`src/rtl/pipeline_ctrl.sv`:
```
// Hazard/stall sequencer for the 5-stage pipeline: per-stage write enables and bubble clears.
// Optional performance counters are built only when PIPE_PERF_EN is defined.
module pipeline_ctrl #(
  parameter int MEM_TIMEOUT = 255,
  parameter int TO_W        = 8,
  parameter int PERF_W      = 32
) (
  input  logic              clk,
  input  logic              rstn,
  input  logic [4:0]        id_rs1,
  input  logic [4:0]        id_rs2,
  input  logic              id_use_rs1,
  input  logic              id_use_rs2,
  input  logic [4:0]        ex_rd,
  input  logic              ex_memread,
  input  logic              ex_br_taken,
  input  logic              ex_mc_start,
  input  logic              mc_done,
  input  logic              mem_req,
  input  logic              mem_ready,
  output logic              pc_wen,
  output logic              if_id_wen,
  output logic              id_ex_wen,
  output logic              ex_mem_wen,
  output logic              mem_wb_wen,
  output logic              if_id_clear,
  output logic              id_ex_clear,
  output logic              ex_mem_clear,
  output logic              mem_wb_clear,
  output logic              mem_err,
  output logic [PERF_W-1:0] stall_cycles,
  output logic [PERF_W-1:0] flush_count
);

  localparam logic [1:0] RUN      = 2'd0;
  localparam logic [1:0] MEM_WAIT = 2'd1;
  localparam logic [1:0] MC_WAIT  = 2'd2;

  typedef enum logic [2:0] {
    O_PASS,  // everything advances
    O_MEM,   // MEM frozen, bubble into MEM_WB
    O_MC,    // EX frozen, bubble into EX_MEM
    O_BR,    // redirect: squash IF_ID and ID_EX
    O_LU     // load-use: hold PC/IF_ID, bubble into ID_EX
  } out_mode_e;

  logic [1:0]      state, state_nxt;
  logic            mc_ret, mc_ret_nxt;
  logic [TO_W-1:0] to_cnt, to_cnt_nxt;
  logic            mem_err_nxt;
  out_mode_e       mode;
  logic            load_use, mem_stall, mc_stall;

  assign load_use  = ex_memread && (ex_rd != 5'd0) &&
                     ((id_use_rs1 && (id_rs1 == ex_rd)) || (id_use_rs2 && (id_rs2 == ex_rd)));
  assign mem_stall = mem_req && !mem_ready;
  assign mc_stall  = ex_mc_start && !mc_done;

  always_comb begin
    // NOTE: every signal gets a default here so no path leaves one unassigned (no latches).
    mode        = O_PASS;
    state_nxt   = state;
    mc_ret_nxt  = mc_ret;
    to_cnt_nxt  = to_cnt;
    mem_err_nxt = 1'b0;
    case (state)
      RUN: begin
        if (mem_stall) begin
          mode       = O_MEM;
          state_nxt  = MEM_WAIT;
          mc_ret_nxt = 1'b0;
          to_cnt_nxt = TO_W'(1);
        end else if (mc_stall) begin
          mode      = O_MC;
          state_nxt = MC_WAIT;
        end else if (ex_br_taken) begin
          mode = O_BR;
        end else if (load_use) begin
          mode = O_LU;
        end
      end
      MEM_WAIT: begin
        if (mem_ready || (to_cnt == TO_W'(MEM_TIMEOUT))) begin
          // Leaving a wait nested inside a multi-cycle op keeps EX frozen.
          mode        = mc_ret ? O_MC : O_PASS;
          state_nxt   = mc_ret ? MC_WAIT : RUN;
          mc_ret_nxt  = 1'b0;
          to_cnt_nxt  = '0;
          mem_err_nxt = !mem_ready;
        end else begin
          mode       = O_MEM;
          to_cnt_nxt = to_cnt + TO_W'(1);
        end
      end
      MC_WAIT: begin
        if (mem_stall) begin
          mode       = O_MEM;
          state_nxt  = MEM_WAIT;
          mc_ret_nxt = 1'b1;
          to_cnt_nxt = TO_W'(1);
        end else if (mc_done) begin
          state_nxt = RUN;
        end else begin
          mode = O_MC;
        end
      end
      default: state_nxt = RUN;
    endcase
  end

  // Strobes are gated by rstn so the pipeline is fully quiet while reset is held.
  always_comb begin
    pc_wen       = rstn && ((mode == O_PASS) || (mode == O_BR));
    if_id_wen    = rstn && ((mode == O_PASS) || (mode == O_BR));
    id_ex_wen    = rstn && (mode != O_MEM) && (mode != O_MC);
    ex_mem_wen   = rstn && (mode != O_MEM);
    mem_wb_wen   = rstn;
    if_id_clear  = rstn && (mode == O_BR);
    id_ex_clear  = rstn && ((mode == O_BR) || (mode == O_LU));
    ex_mem_clear = rstn && (mode == O_MC);
    mem_wb_clear = rstn && (mode == O_MEM);
  end

  always_ff @(posedge clk or negedge rstn) begin
    if (!rstn) begin
      state   <= RUN;
      mc_ret  <= 1'b0;
      to_cnt  <= '0;
      mem_err <= 1'b0;
    end else begin
      // NOTE: sequential state uses non-blocking assignments so all flops update together.
      state   <= state_nxt;
      mc_ret  <= mc_ret_nxt;
      to_cnt  <= to_cnt_nxt;
      mem_err <= mem_err_nxt;
    end
  end

`ifdef PIPE_PERF_EN
  logic flush_evt;
  assign flush_evt = (mode == O_BR);

  always_ff @(posedge clk or negedge rstn) begin
    if (!rstn) begin
      stall_cycles <= '0;
      flush_count  <= '0;
    end else begin
      if (!pc_wen && (stall_cycles != '1)) stall_cycles <= stall_cycles + PERF_W'(1);
      if (flush_evt && (flush_count != '1)) flush_count <= flush_count + PERF_W'(1);
    end
  end
`else
  assign stall_cycles = '0;
  assign flush_count  = '0;
`endif

endmodule
```
`config.mk`:
```
export PLATFORM = sky130hd
export DESIGN_NAME = pipeline_ctrl
export DESIGN_NICKNAME = d
export VERILOG_FILES = /design/src/rtl/pipeline_ctrl.sv
export SDC_FILE = /design/constraint.sdc
export NUM_CORES = 1
export LEC_CHECK = 0
export CAP_MARGIN = 20
export CORE_ASPECT_RATIO = 0.75
export CORE_MARGIN = 4
export CORE_UTILIZATION = 32
export CTS_CLUSTER_DIAMETER = 200
export DETAILED_ROUTE_END_ITERATION = 8
export GPL_TIMING_DRIVEN = 0
export PLACE_DENSITY = 0.9
export SYNTH_ARGS = -nofsm -noshare
export SYNTH_HDL_FRONTEND = slang
export SYNTH_SLANG_ARGS = --single-unit
```
`constraint.sdc`:
```
create_clock -name clk -period 1.6 [get_ports clk]
set_input_delay 0.16 -clock clk [delete_from_list [all_inputs] [get_ports clk]]
set_output_delay 0.16 -clock clk [all_outputs]
set_load 0.005 [all_outputs]
```
======== Word-level counts from Yosys, hierarchy flattened ========
Cells that the tools add are included.
cells by class
  $add $sub $neg .......................... 1
  equal/unequal tests ..................... 17
  multiplexer cells ....................... 25
  reductions and logical operators ........ 28
operator list
  operator                                               number
  2-to-1 mux 2 bit                                       10
  2-to-1 mux 8 bit                                       2
  case mux 8 bit (2 select lines)                        1
  logical AND 1 bit                                      13
  2-to-1 mux 3 bit                                       4
  equality test 5 bit                                    2
  case mux 3 bit (3 select lines)                        1
  adder 8 x 1 -> 8 bit, second input constant            1
  equality test 8 bit, second input constant             1
  equality test 3 x 2 -> 1 bit, second input constant    2
  inequality test 2 bit, second input constant           3
  inequality test 3 bit, second input constant           2
  case mux 2 bit (3 select lines)                        1
  2-to-1 mux 1 bit                                       5
  nonzero test 5 bit                                     1
  logical OR 1 bit                                       4
  AND reduction 4 bit                                    1
  equality test 3 x 1 -> 1 bit, second input constant    1
  equality test 3 bit, second input constant             1
  logical NOT 3 bit                                      1
  inequality test 3 x 1 -> 1 bit, second input constant  1
  inequality test 3 x 2 -> 1 bit, second input constant  1
  case mux 1 bit (3 select lines)                        1
  AND reduction 3 bit                                    1
  other kinds (9)                                        10
word-level totals
  bits in registers ....................... 12
  input bits .............................. 25
  output and inout bits ................... 74
  word-level logic and storage cells ...... 75

======== Longest topological paths before layout ========
Gate-level depths: netlist of the first run.
  word-level depth ........................ 12
  mapped depth ............................ 7
  depth with buffers taken out ............ 6

======== Worst setup path before layout of the first run ========
OpenSTA, ideal clock, no wires.
  path kind ............................... flip-flop to output port
  start ................................... register to_cnt[0]
  end ..................................... output pc_wen
  arrival ................................. 1.623 ns
  required time ........................... 1.440 ns
  setup slack ............................. -0.183 ns
  cell stages (with the launch flop) ...... 8
  path buffers ............................ 1
  cell sequence ........................... dfrtp_1 ha_1 nand3_2 o21ai_1 a32o_2 nand2b_1 and3b_1 buf_4
between the ends
  longest elaborated chain between the ends .. 7
  elaborated cells on any way between the ends .. 8
  classes of those cells .................. 2 x eq/ne; 2 x mux; 4 x reduce/logical
RTL lines
  item                                                                      line  text
  start, declared                                                           49    logic [TO_W-1:0] to_cnt, to_cnt_nxt;
  start signal, assigned                                                    134   to_cnt <= to_cnt_nxt;
  equality test 8 bit *                                                     83    if (mem_ready || (to_cnt == TO_W'(MEM_TIMEOUT))) begin
  logical OR 1 bit *                                                        83
  2-to-1 mux 2 bit *                                                        83
  case mux 3 bit (3 select lines) *                                         66    case (state)
  equality test 3 x 2 -> 1 bit / logical NOT 3 bit (equally long branches)  n/a
  logical OR 1 bit *                                                        n/a
  logical AND 1 bit *                                                       n/a
  end, declared                                                             21    output logic pc_wen,
Mark *: on every way between the ends. The rest lies on a longest branch, timed or not.

======== Final worst setup path of the first run ========
  start ................................... register to_cnt[7]
  end ..................................... output pc_wen
between the ends
  longest elaborated chain between the ends .. 7
  elaborated cells on any way between the ends .. 8
  classes of those cells .................. 2 x eq/ne; 2 x mux; 4 x reduce/logical
RTL lines
  item                                                                      line  text
  equality test 8 bit *                                                     83
  logical OR 1 bit *                                                        83
  2-to-1 mux 2 bit *                                                        83
  case mux 3 bit (3 select lines) *                                         66
  equality test 3 x 2 -> 1 bit / logical NOT 3 bit (equally long branches)  113   pc_wen = rstn && ((mode == O_PASS) || (mode == O_BR));
  logical OR 1 bit *                                                        113
  logical AND 1 bit *                                                       113
Marked as above.

==> metrics.md, run 1 <==
| Metric | Value |
|---|---|
| Core Util, Final | 55.6% |
| Worst Hold End | mc_ret |
| H-tree levels | 1 |
| Max cap viols | 0 |
| Finished Layout Cells | 344 |
| Flop2flop setup slack | 0 ps |
| Critical Setup Path Class | reg2out |
| Die Ht | 65.3 um |
| Fmax | 494 MHz |
| Sequential cell area | 308 um2 |
| Total Wirelength | 3840 um |
| Final WS setup | -426 ps |
| Die ar. | 5510 um2 |
| Clk buf depth | 2 |
| Crit Path Max Fanout | 5 |
| Psw | 694 uW |
| PwrDens | 799 nW/um2 |
| Worst IR Drop VDD | 0.385 mV |
| Core area | 4130 um2 |
| Gr busiest metal | met2 |
| Internal power | 1.14 mW |
| EDFF count, synth | 0 |
| Area contributors post-synth | buf_4 35%, dfrtp_1 21%, xor2_1 5.0% |
| Minimum clock period | 2030 ps |
| Avg Cell Area, Syn | 8.24 um2 |
| Setup WS pre-CTS | -839 ps |
| Global route overflow | 0 |
| Comb pwr share | 59.5% |
| Leak | 1.25 nW |
| Most common cell after layout, fill and taps aside | buf_4 |
| Die width | 84.4 um |
| Drt pass-1 iters | 5 |
| Worst EP arrival | 1870 ps |
| Initial core utilization | 33.9% |
| Clk slew on worst S/H paths | 40 ps |
| Largest net degree at the start of global routing | 13 |
| Number of I/O pins | 99 |
| Yosys cell types | 40 |
| Final period util | 127% |
| Placed cell count | 322 |
| Routed Antenna Nets | 0 |
| Synth Register Bits | 12 |
| First-pass GRT wire length | 5570 um |
| GRT Total Usage | 12.5% |
| Register area share after synthesis | 21.4% |
| # rows | 20 |
| Reg2Reg Depth | 6 |
| Nets | 317 |
| Clk root buf | clkbuf_8 |
| GR Util met2 | 21.8% |
| Worst-margin pin slew | 523 ps |
| Critical path launch point type | flop |
| DR vias | 1,374 |
| CP startpoint | to_cnt[7] |
| Share of the synthesized area in the top cell type | 35.4% |
| DPL Wire Length | 2830 um |
| Port bufs | 34 |
| Syn Inst Count | 170 |
| Status | finished with violations |
| Ys flop type | dfrtp_1 |
| Ratio of cells with drive above 1 in the final layout | 44.3% |
| Final Hold Fails | 0 |
| Routed WL per cell | 11.2 um |
| CP Capture Type | output pin |
| Final setup viols | 9 |
| Design Area, Final | 2300 um2 |
| Min-Delay Path Depth | 2 |
| FFs w/ async S/R, synth | 100% |
| Synth Warn # | 0 |
| Ant diodes | 0 |
| DRC Markers | 0 |
| Critical Path RT | 1440 ps |
| Footprint of the multi-input gates | 918 um2 |
| Most frequent cells in the layout | 80 x buf_4, 64 x conb_1, 11 x nand2_1, 10 x clkdlybuf4s50_1, 9 x nor2_1 |
| Syn Std Cell Area | 1400 um2 |
| Antenna violations before repair | 0 |
| RR Startpoint | to_cnt[0] |
| Worst flop-to-flop path endpoint | to_cnt[0] |
| First DRT Iteration DRCs | 153 |
| Setup repair after global routing missed its margin | true |
| Hold wc startpoint | mc_ret |
| Cell taking the most area after synthesis | buf_4 |
| Power, Total | 1.83 mW |
| Failing checks | negative setup slack |
| Clock Skew | 6.62 ps |
| Sw Ratio | 37.8% |
| Seq pwr share | 25.9% |
| DR vias/cell | 3.99 |
| Dpl cell area | 2080 um2 |
| Number of global-route vias before repair | 1,298 |
| Fill cell count | 357 |
| TritonCTS Sinks | 12 |
| Clock power share | 14.6% |
| Hold Path Class | reg2reg |
| Num CTS Buffers | 3 |
| Synth-to-Final Area Change | 64.1% |
| Met1 usage | 13.8% |
| Gpl congestion | 0.809 |
| Worst slew margin | 65.0% |
| Worst-Skew Late Latency | 240 ps |
| Met3 track demand over resource | 4.01% |
| Slew Viols, Final | 0 |
| CTS tree | built |
## flip-flops by register name, summed over array words and instances (netlist names)
name,cells
to_cnt,8
mem_err,1
mc_ret,1
state,2
## cells by family (layout without fill, tap and decap cells)
family          Yosys count  count (layout)  share of synthesized area [%]
other cells               1              64                          0.268
flops                    12              12                           21.4
fa+ha+maj                 1               1                          0.894
buf+inv                  72             128                           37.0
simple gates             46              46                           20.0
compound gates           28              28                           14.1
xor+xnor                 10              10                           6.26
## worst max path at each step
stage | slack (ps) | cells after the start | end
final | -430 | 8 | pc_wen
after global routing | -490 | 8 | pc_wen
after floorplan | -60 | 7 | pc_wen
after CTS | -400 | 8 | pc_wen
after global placement | -840 | 8 | pc_wen
after detailed placement | -840 | 8 | pc_wen
## area by class of cell
class | instances | share of cell area [%]
Sequential cell | 12 | 13.4
Multi-Input combinational cell | 149 | 40.0
Clock buffer | 3 | 1.80
Timing Repair Buffer | 53 | 19.3
Inverter | 6 | 0.980
Tap cell | 55 | 3.00
Buffer | 66 | 21.6
## synthesized netlist by cell type (2+ instances only)
master,number
a31oi_1,3
and2_1,3
buf_4,66
dfrtp_1,12
inv_1,6
nand2_1,11
nand2b_1,2
nand3_1,4
nor2_1,10
nor2b_1,2
nor2b_4,2
o21ai_0,10
o21ai_2,3
o31ai_1,2
xnor2_1,2
xor2_1,8
## routing by layer
layer | routed length [um] | vias up
met1 | 1340 | 593
li1 | - | 681
met3 | 316 | 18
met2 | 2010 | 82
met5 | 0 | -
met4 | 167 | 0
## what timing repair did
item,CTS,global route
endpoints found under the setup margin,9,13
hold endpoints to repair,12,0
pin swaps,13,5
buffers inserted,15,3
resized for setup,65,21
hold buffers,1,0
## stage by stage
| stage | setup TNS, ps | hold slack [ps] |
|---|---|---|
| 2_1_floorplan | -64.1 | -136 |
| 3_3_place_gp | -5810 | 513 |
| 3_5_place_dp | -6000 | 521 |
| 4_1_cts | -2270 | 532 |
| 5_1_grt | -3390 | 570 |
| 6_report | -2550 | 553 |
## power groups by stage
stage / combinational, mW / clock, mW / sequential, mW
6_report: 1.09 / 0.267 / 0.476
2_1_floorplan: 0.583 / 0 / 0.443
5_1_grt: 1.18 / 0.289 / 0.482
4_1_cts: 0.970 / 0.275 / 0.468
3_5_place_dp: 0.864 / 0 / 0.468
3_3_place_gp: 0.849 / 0 / 0.463
## critical path, cell delays in order (launching register included)
cell and delay [ps]:
dfrtp_1 430, nand4_2 190, o21ai_2 200, a32o_2 240, buf_6 110, nand2b_4 50
and3b_1 170, buf_4 130, buf_6 100
(Power assumes the default switching activity.)
==> run 2: changes to the inputs <==
- CORE_ASPECT_RATIO: 0.75 -> 0.9
- MAX_ROUTING_LAYER: not set -> met4
==> run 2 against run 1 <==
Compared with the run above:
- the run still ends with negative setup slack left
- clock power rose by 24%
- cell count rose by 2.0%
- core utilization rose by 2.0 points
- fmax rose by 0.81%
- register-to-register slack got worse by 50 ps
- die area fell by 0.18%
- via count fell by 1.0%
- worst hold slack got worse by 17 ps
- non-clock buffer count rose by 1
- sequential power barely moved
- cell area rose by 4.3%
- critical path type unchanged
==> metrics.md, run 2 (synthesis gave the netlist of run 1 again) <==
| Metric | Value |
|---|---|
| Hold Slack | 536 ps |
| H-tree levels | 1 |
| Synth-to-Final Area Change | 71.1% |
| Worst IR Drop VDD | 0.456 mV |
| Worst flop-to-flop path endpoint | to_cnt[0] |
| Routed Antenna Nets | 0 |
| Total Wirelength | 3950 um |
| Drt pass-1 iters | 4 |
| Ant diodes | 0 |
| Max FFs per register | 8 |
| Reg2Reg Depth | 8 |
| Clk slew on worst S/H paths | 50 ps |
| Ratio of cells with drive above 1 in the final layout | 44.0% |
| Number of I/O pins | 99 |
| # rows | 22 |
| GRT Total Usage | 13.2% |
| Most frequent cells in the layout | 82 x buf_4, 64 x conb_1, 17 x clkdlybuf4s50_1, 11 x nand2_1 |
| Worst-Skew Late Latency | 250 ps |
| DRC Markers | 0 |
| Internal power | 1.18 mW |
| Setup repair after global routing missed its margin | true |
| Initial core utilization | 33.7% |
| TritonCTS Sinks | 12 |
| Global route overflow | 0 |
| Max cap viols | 0 |
| Minimum clock period | 2010 ps |
| Die width | 77.7 um |
| Psw | 722 uW |
| Slew Viols, Final | 0 |
| Clock power share | 17.5% |
| Min-Delay Path Depth | 2 |
| Failing checks | negative setup slack |
| First-pass GRT wire length | 5700 um |
| Hold Path Class | reg2reg |
| Core area | 4160 um2 |
| Critical Setup Path Class | reg2out |
| Port bufs | 34 |
| Fill cell count | 340 |
| Design Area, Final | 2400 um2 |
| DR vias/cell | 3.87 |
| Fmax | 498 MHz |
| Final setup viols | 9 |
| Die ar. | 5500 um2 |
| CTS tree | built |
| Dpl cell area | 2090 um2 |
| Worst EP arrival | 1850 ps |
| Number of global-route vias before repair | 1,275 |
| Status | finished with violations |
| Nets | 318 |
| Flop2flop setup slack | -50 ps |
| Critical path launch point type | flop |
| Num CTS Buffers | 3 |
| CP Capture Type | output pin |
| Seq pwr share | 25.0% |
| Worst slew margin | 63.2% |
| Crit Path Max Fanout | 4 |
| Leak | 1.30 nW |
| Largest regs | to_cnt: 8 flops, state: 2 flops |
| DR vias | 1,360 |
| Final period util | 126% |
| Critical Path RT | 1440 ps |
| Clk buf depth | 2 |
| Clock Skew | 8.12 ps |
| DPL Wire Length | 2820 um |
| RR Startpoint | to_cnt[1] |
| Routed WL per cell | 11.3 um |
| Antenna violations before repair | 0 |
| Hold wc startpoint | mc_ret |
| Worst Hold End | mc_ret |
| Sw Ratio | 38.0% |
| Gpl congestion | 0.851 |
| Worst-margin pin slew | 550 ps |
| Final WS setup | -410 ps |
| Final Hold Fails | 0 |
| Most common cell after layout, fill and taps aside | buf_4 |
| Most flops, register | to_cnt |
| Setup WS pre-CTS | -842 ps |
| First DRT Iteration DRCs | 73 |
| PwrDens | 793 nW/um2 |
| Clk root buf | clkbuf_8 |
| Die Ht | 70.8 um |
| Largest net degree at the start of global routing | 13 |
| Comb pwr share | 57.5% |
[run 2: cell types whose count changed in the layout (fill, tap and decap cells not counted), moves of 3 or more]
cell,delta
clkdlybuf4s15_1,-4
dlymetal6s2s_1,+3
dlygate4sd2_1,-3
clkdlybuf4s50_1,+7
[run 2: what timing repair did]
item | 4_1_cts | 5_1_grt
pin swaps | 15 | 5
hold buffers | 1 | 0
endpoints found under the hold margin | 12 | 0
gates resized for setup | 53 | 19
buffers inserted | 15 | 4
endpoints found under the setup margin | 9 | 13
[run 2: layout make-up]
cell class / instances / area, um2 / area share (%)
Multi-Input combinational cell: 149 / 953 / 39.8
Buffer: 66 / 495 / 20.7
Timing Repair Buffer: 54 / 488 / 20.4
Sequential cell: 12 / 307 / 12.8
Tap cell: 60 / 75.1 / 3.13
Clock buffer: 4 / 55.1 / 2.30
Inverter: 6 / 22.5 / 0.940
[run 2: worst max path at each step]
| stage | end | cells after the start | slack, ps | from |
|---|---|---|---|---|
| floorplan | pc_wen | 7 | -60 | to_cnt[0] |
| global placement | pc_wen | 8 | -820 | mem_ready |
| detailed placement | pc_wen | 8 | -840 | mem_ready |
| CTS | pc_wen | 8 | -410 | to_cnt[0] |
| global route | pc_wen | 9 | -470 | to_cnt[1] |
| finish | pc_wen | 8 | -410 | to_cnt[0] |
[run 2: critical path, cell delays in order (launching register included)]
cell,delay (ps)
dfrtp_2,420
ha_4,170
nand3_4,90
o21ai_2,60
a32o_2,290
nand2b_4,170
and3b_1,170
buf_4,120
buf_2,110
[run 2: metrics by stage]
step | setup TNS [ps] | std cells | utilization [%] | total power, mW
6_report | -2320 | 351 | 57.6 | 1.90
5_1_grt | -2870 | 351 | 57.6 | 2.02
4_1_cts | -2530 | 347 | 55.3 | 1.79
3_5_place_dp | -6070 | 327 | 50.2 | 1.33
3_3_place_gp | -5770 | 327 | 50.2 | 1.30
2_1_floorplan | -64.1 | 233 | - | 1.03
[run 2: power by group through the flow]
stage                     clock [mW]  combinational, mW  sequential [mW]
after global routing           0.350               1.18            0.483
after CTS                      0.338              0.983            0.464
after floorplan                    0              0.583            0.443
after detailed placement           0              0.865            0.462
final                          0.332               1.09            0.474
after global placement             0              0.837            0.460
[run 2: layer usage]
metal,GRT usage (%),up-vias,wire [um]
met2,24.8,59,2200
met1,12.8,601,1380
li1,-,690,-
met4,5.34,0,112
met5,-,-,0
met3,3.44,10,256
==> run 3: changes to the inputs <==
- CORE_ASPECT_RATIO: 0.9 -> 0.6
- CTS_CLUSTER_DIAMETER: 200 -> 120
==> run 3 against run 2 <==
Compared with the run above:
- the flow still finishes with violations (negative setup slack)
- clock skew fell by 1.9 ps
- via count fell by 1.5%
- fmax fell by 2.0%
- global-route usage rose by 0.19 points
- cell count fell by 1.7%
- sequential power barely moved
- sequential cell count did not move
- register-to-register slack improved by 30 ps
- critical path type unchanged
- highest routed layer unchanged
==> metrics.md, run 3 (synthesis gave the netlist of run 1 again) <==
| Metric | Value |
|---|---|
| DRC Markers | 0 |
| Critical Path RT | 1440 ps |
| Critical Path Sink | pc_wen |
| Fill cell count | 374 |
| TNS Setup | -3120 ps |
| Die Ht | 59.2 um |
| Ant diodes | 0 |
| Max FFs per register | 8 |
| Port bufs | 34 |
| Met1 usage | 16.1% |
| Core area | 4170 um2 |
| Setup WS pre-CTS | -880 ps |
| Leak | 1.21 nW |
| # rows | 18 |
| Clk root buf | clkbuf_8 |
| Final setup viols | 9 |
| DR vias | 1,340 |
| First DRT Iteration DRCs | 85 |
| CP max stage cell | dfrtp_1 |
| Worst slew margin | 65.0% |
| Antenna violations before repair | 0 |
| Number of I/O pins | 99 |
| Num CTS Buffers | 3 |
| Dpl cell area | 2090 um2 |
| PwrDens | 802 nW/um2 |
| GRT Total Usage | 13.4% |
| Most flops, register | to_cnt |
| DPL Wire Length | 3100 um |
| Most common cell after layout, fill and taps aside | buf_4 |
| Setup repair after global routing missed its margin | true |
| Met3 track demand over resource | 2.79% |
| Synth-to-Final Area Change | 62.6% |
| Worst flop-to-flop path endpoint | to_cnt[0] |
| Routed Antenna Nets | 0 |
| TritonCTS Sinks | 12 |
| CP startpoint | to_cnt[1] |
| DR vias/cell | 3.88 |
| Worst-margin pin slew | 523 ps |
| Largest regs | to_cnt: 8 flops, state: 2 flops |
| Hold Path Class | reg2reg |
| Status | finished with violations |
| H-tree levels | 1 |
| Minimum clock period | 2050 ps |
| CTS tree | built |
| Sequential cell area | 307 um2 |
| Critical Path Max Stage Delay | 410 ps |
| Slew Viols, Final | 0 |
| Largest net degree at the start of global routing | 13 |
| Hold wc startpoint | mc_ret |
| Critical path buffers and inverters | 2 |
| Routed WL per cell | 11.4 um |
| Worst-Skew Late Latency | 240 ps |
| Clk slew on worst S/H paths | 40 ps |
| Flop2flop setup slack | -20 ps |
| CP Capture Type | output pin |
| Footprint of the multi-input gates | 905 um2 |
| Die width | 93.4 um |
| GR Util met2 | 23.5% |
| Gpl congestion | 0.862 |
| RR Startpoint | to_cnt[1] |
| Placed cell count | 327 |
| Die ar. | 5530 um2 |
| Finished Layout Cells | 345 |
| Crit Path Max Fanout | 4 |
| First-pass GRT wire length | 5700 um |
| Critical-path cell list | ha_4, nand3_4, o21ai_1, a32o_2, nand2b_4, and3b_1, buf_4, buf_6 |
| Final period util | 128% |
| Reg2Reg Depth | 7 |
| Failing checks | negative setup slack |
| CP top delay family | simple AND/OR/NAND/NOR gates |
| Most frequent cells in the layout | 79 x buf_4, 64 x conb_1, 18 x clkdlybuf4s50_1, 11 x nand2_1, 8 x o21ai_0 |
| Clk buf depth | 2 |
| Global route overflow | 0 |
| Gr busiest metal | met2 |
| Final Hold Fails | 0 |
| Design Area, Final | 2280 um2 |
| Critical path launch point type | flop |
| Number of global-route vias before repair | 1,191 |
| Worst EP arrival | 1890 ps |
| Worst IR Drop VDD | 0.320 mV |
| Fmax | 488 MHz |
| Final WS setup | -451 ps |
| Max cap viols | 0 |
| Levels on crit path | 8 |
| Clock Skew | 6.27 ps |
| Critical Setup Path Class | reg2out |
| Nets | 313 |
| Total Wirelength | 3940 um |
| Ratio of cells with drive above 1 in the final layout | 41.8% |
| Initial core utilization | 33.6% |
| Drt pass-1 iters | 4 |
-- run 3: cell types whose count changed in the layout (fill, tap and decap cells not counted), sizes merged --
| cell | delta |
|---|---|
| clkdlybuf4s50 | +1 |
| buf | -6 |
| dlygate4sd2 | +2 |
| clkbuf | -1 |
| clkdlybuf4s15 | +1 |
| dlymetal6s2s | -3 |
-- run 3: worst min path at each step --
stage | to | slack [ps] | cells past startpoint
3_5_place_dp | mc_ret | 550 | 2
4_1_cts | mc_ret | 560 | 2
3_3_place_gp | mc_ret | 510 | 2
6_report | mc_ret | 530 | 2
5_1_grt | mc_ret | 580 | 2
2_1_floorplan | mc_ret | -140 | 0
-- run 3: worst reg2reg max path: stages, from the launching register on --
cell	delay, ps
dfrtp_1	400
ha_4	180
nand3_4	90
buf_6	140
buf_4	140
nor2_4	130
a31oi_2	120
o32a_1	300
-- run 3: area by class of cell --
type	count	area share [%]
clock buffers	3	1.81
plain buffers	66	21.8
repair buffers	49	18.9
inverters	6	0.990
flip-flops and latches	12	13.5
well taps	60	3.30
multi-input cells	149	39.7
-- run 3: what timing repair did --
item | CTS | global route
gates resized for setup | 48 | 13
pin swaps | 13 | 6
hold endpoints to repair | 12 | 0
hold buffers | 1 | 0
endpoints found under the setup margin | 9 | 16
buffers inserted | 10 | 4
-- run 3: layer usage --
metal	part of all wire (%)	vias up	routed length, um
li1	-	673	-
met1	39	611	1550
met2	54	52	2140
met3	5.3	4	208
met4	0.96	0	38
met5	0	-	0
-- run 3: where the power goes --
group / switching (mW) / total, mW / internal (mW)
logic: 0.471 / 1.08 / 0.612
registers: 0.106 / 0.476 / 0.370
clock network: 0.102 / 0.268 / 0.165
-- run 3: stage by stage --
step / power [mW] / util [%] / hold WS (ps)
after global routing: 1.94 / 54.6 / 579
after global placement: 1.31 / 50.1 / 513
final: 1.83 / 54.6 / 534
after CTS: 1.69 / 52.9 / 561
after detailed placement: 1.34 / 50.1 / 547
after floorplan: 1.03 / - / -136
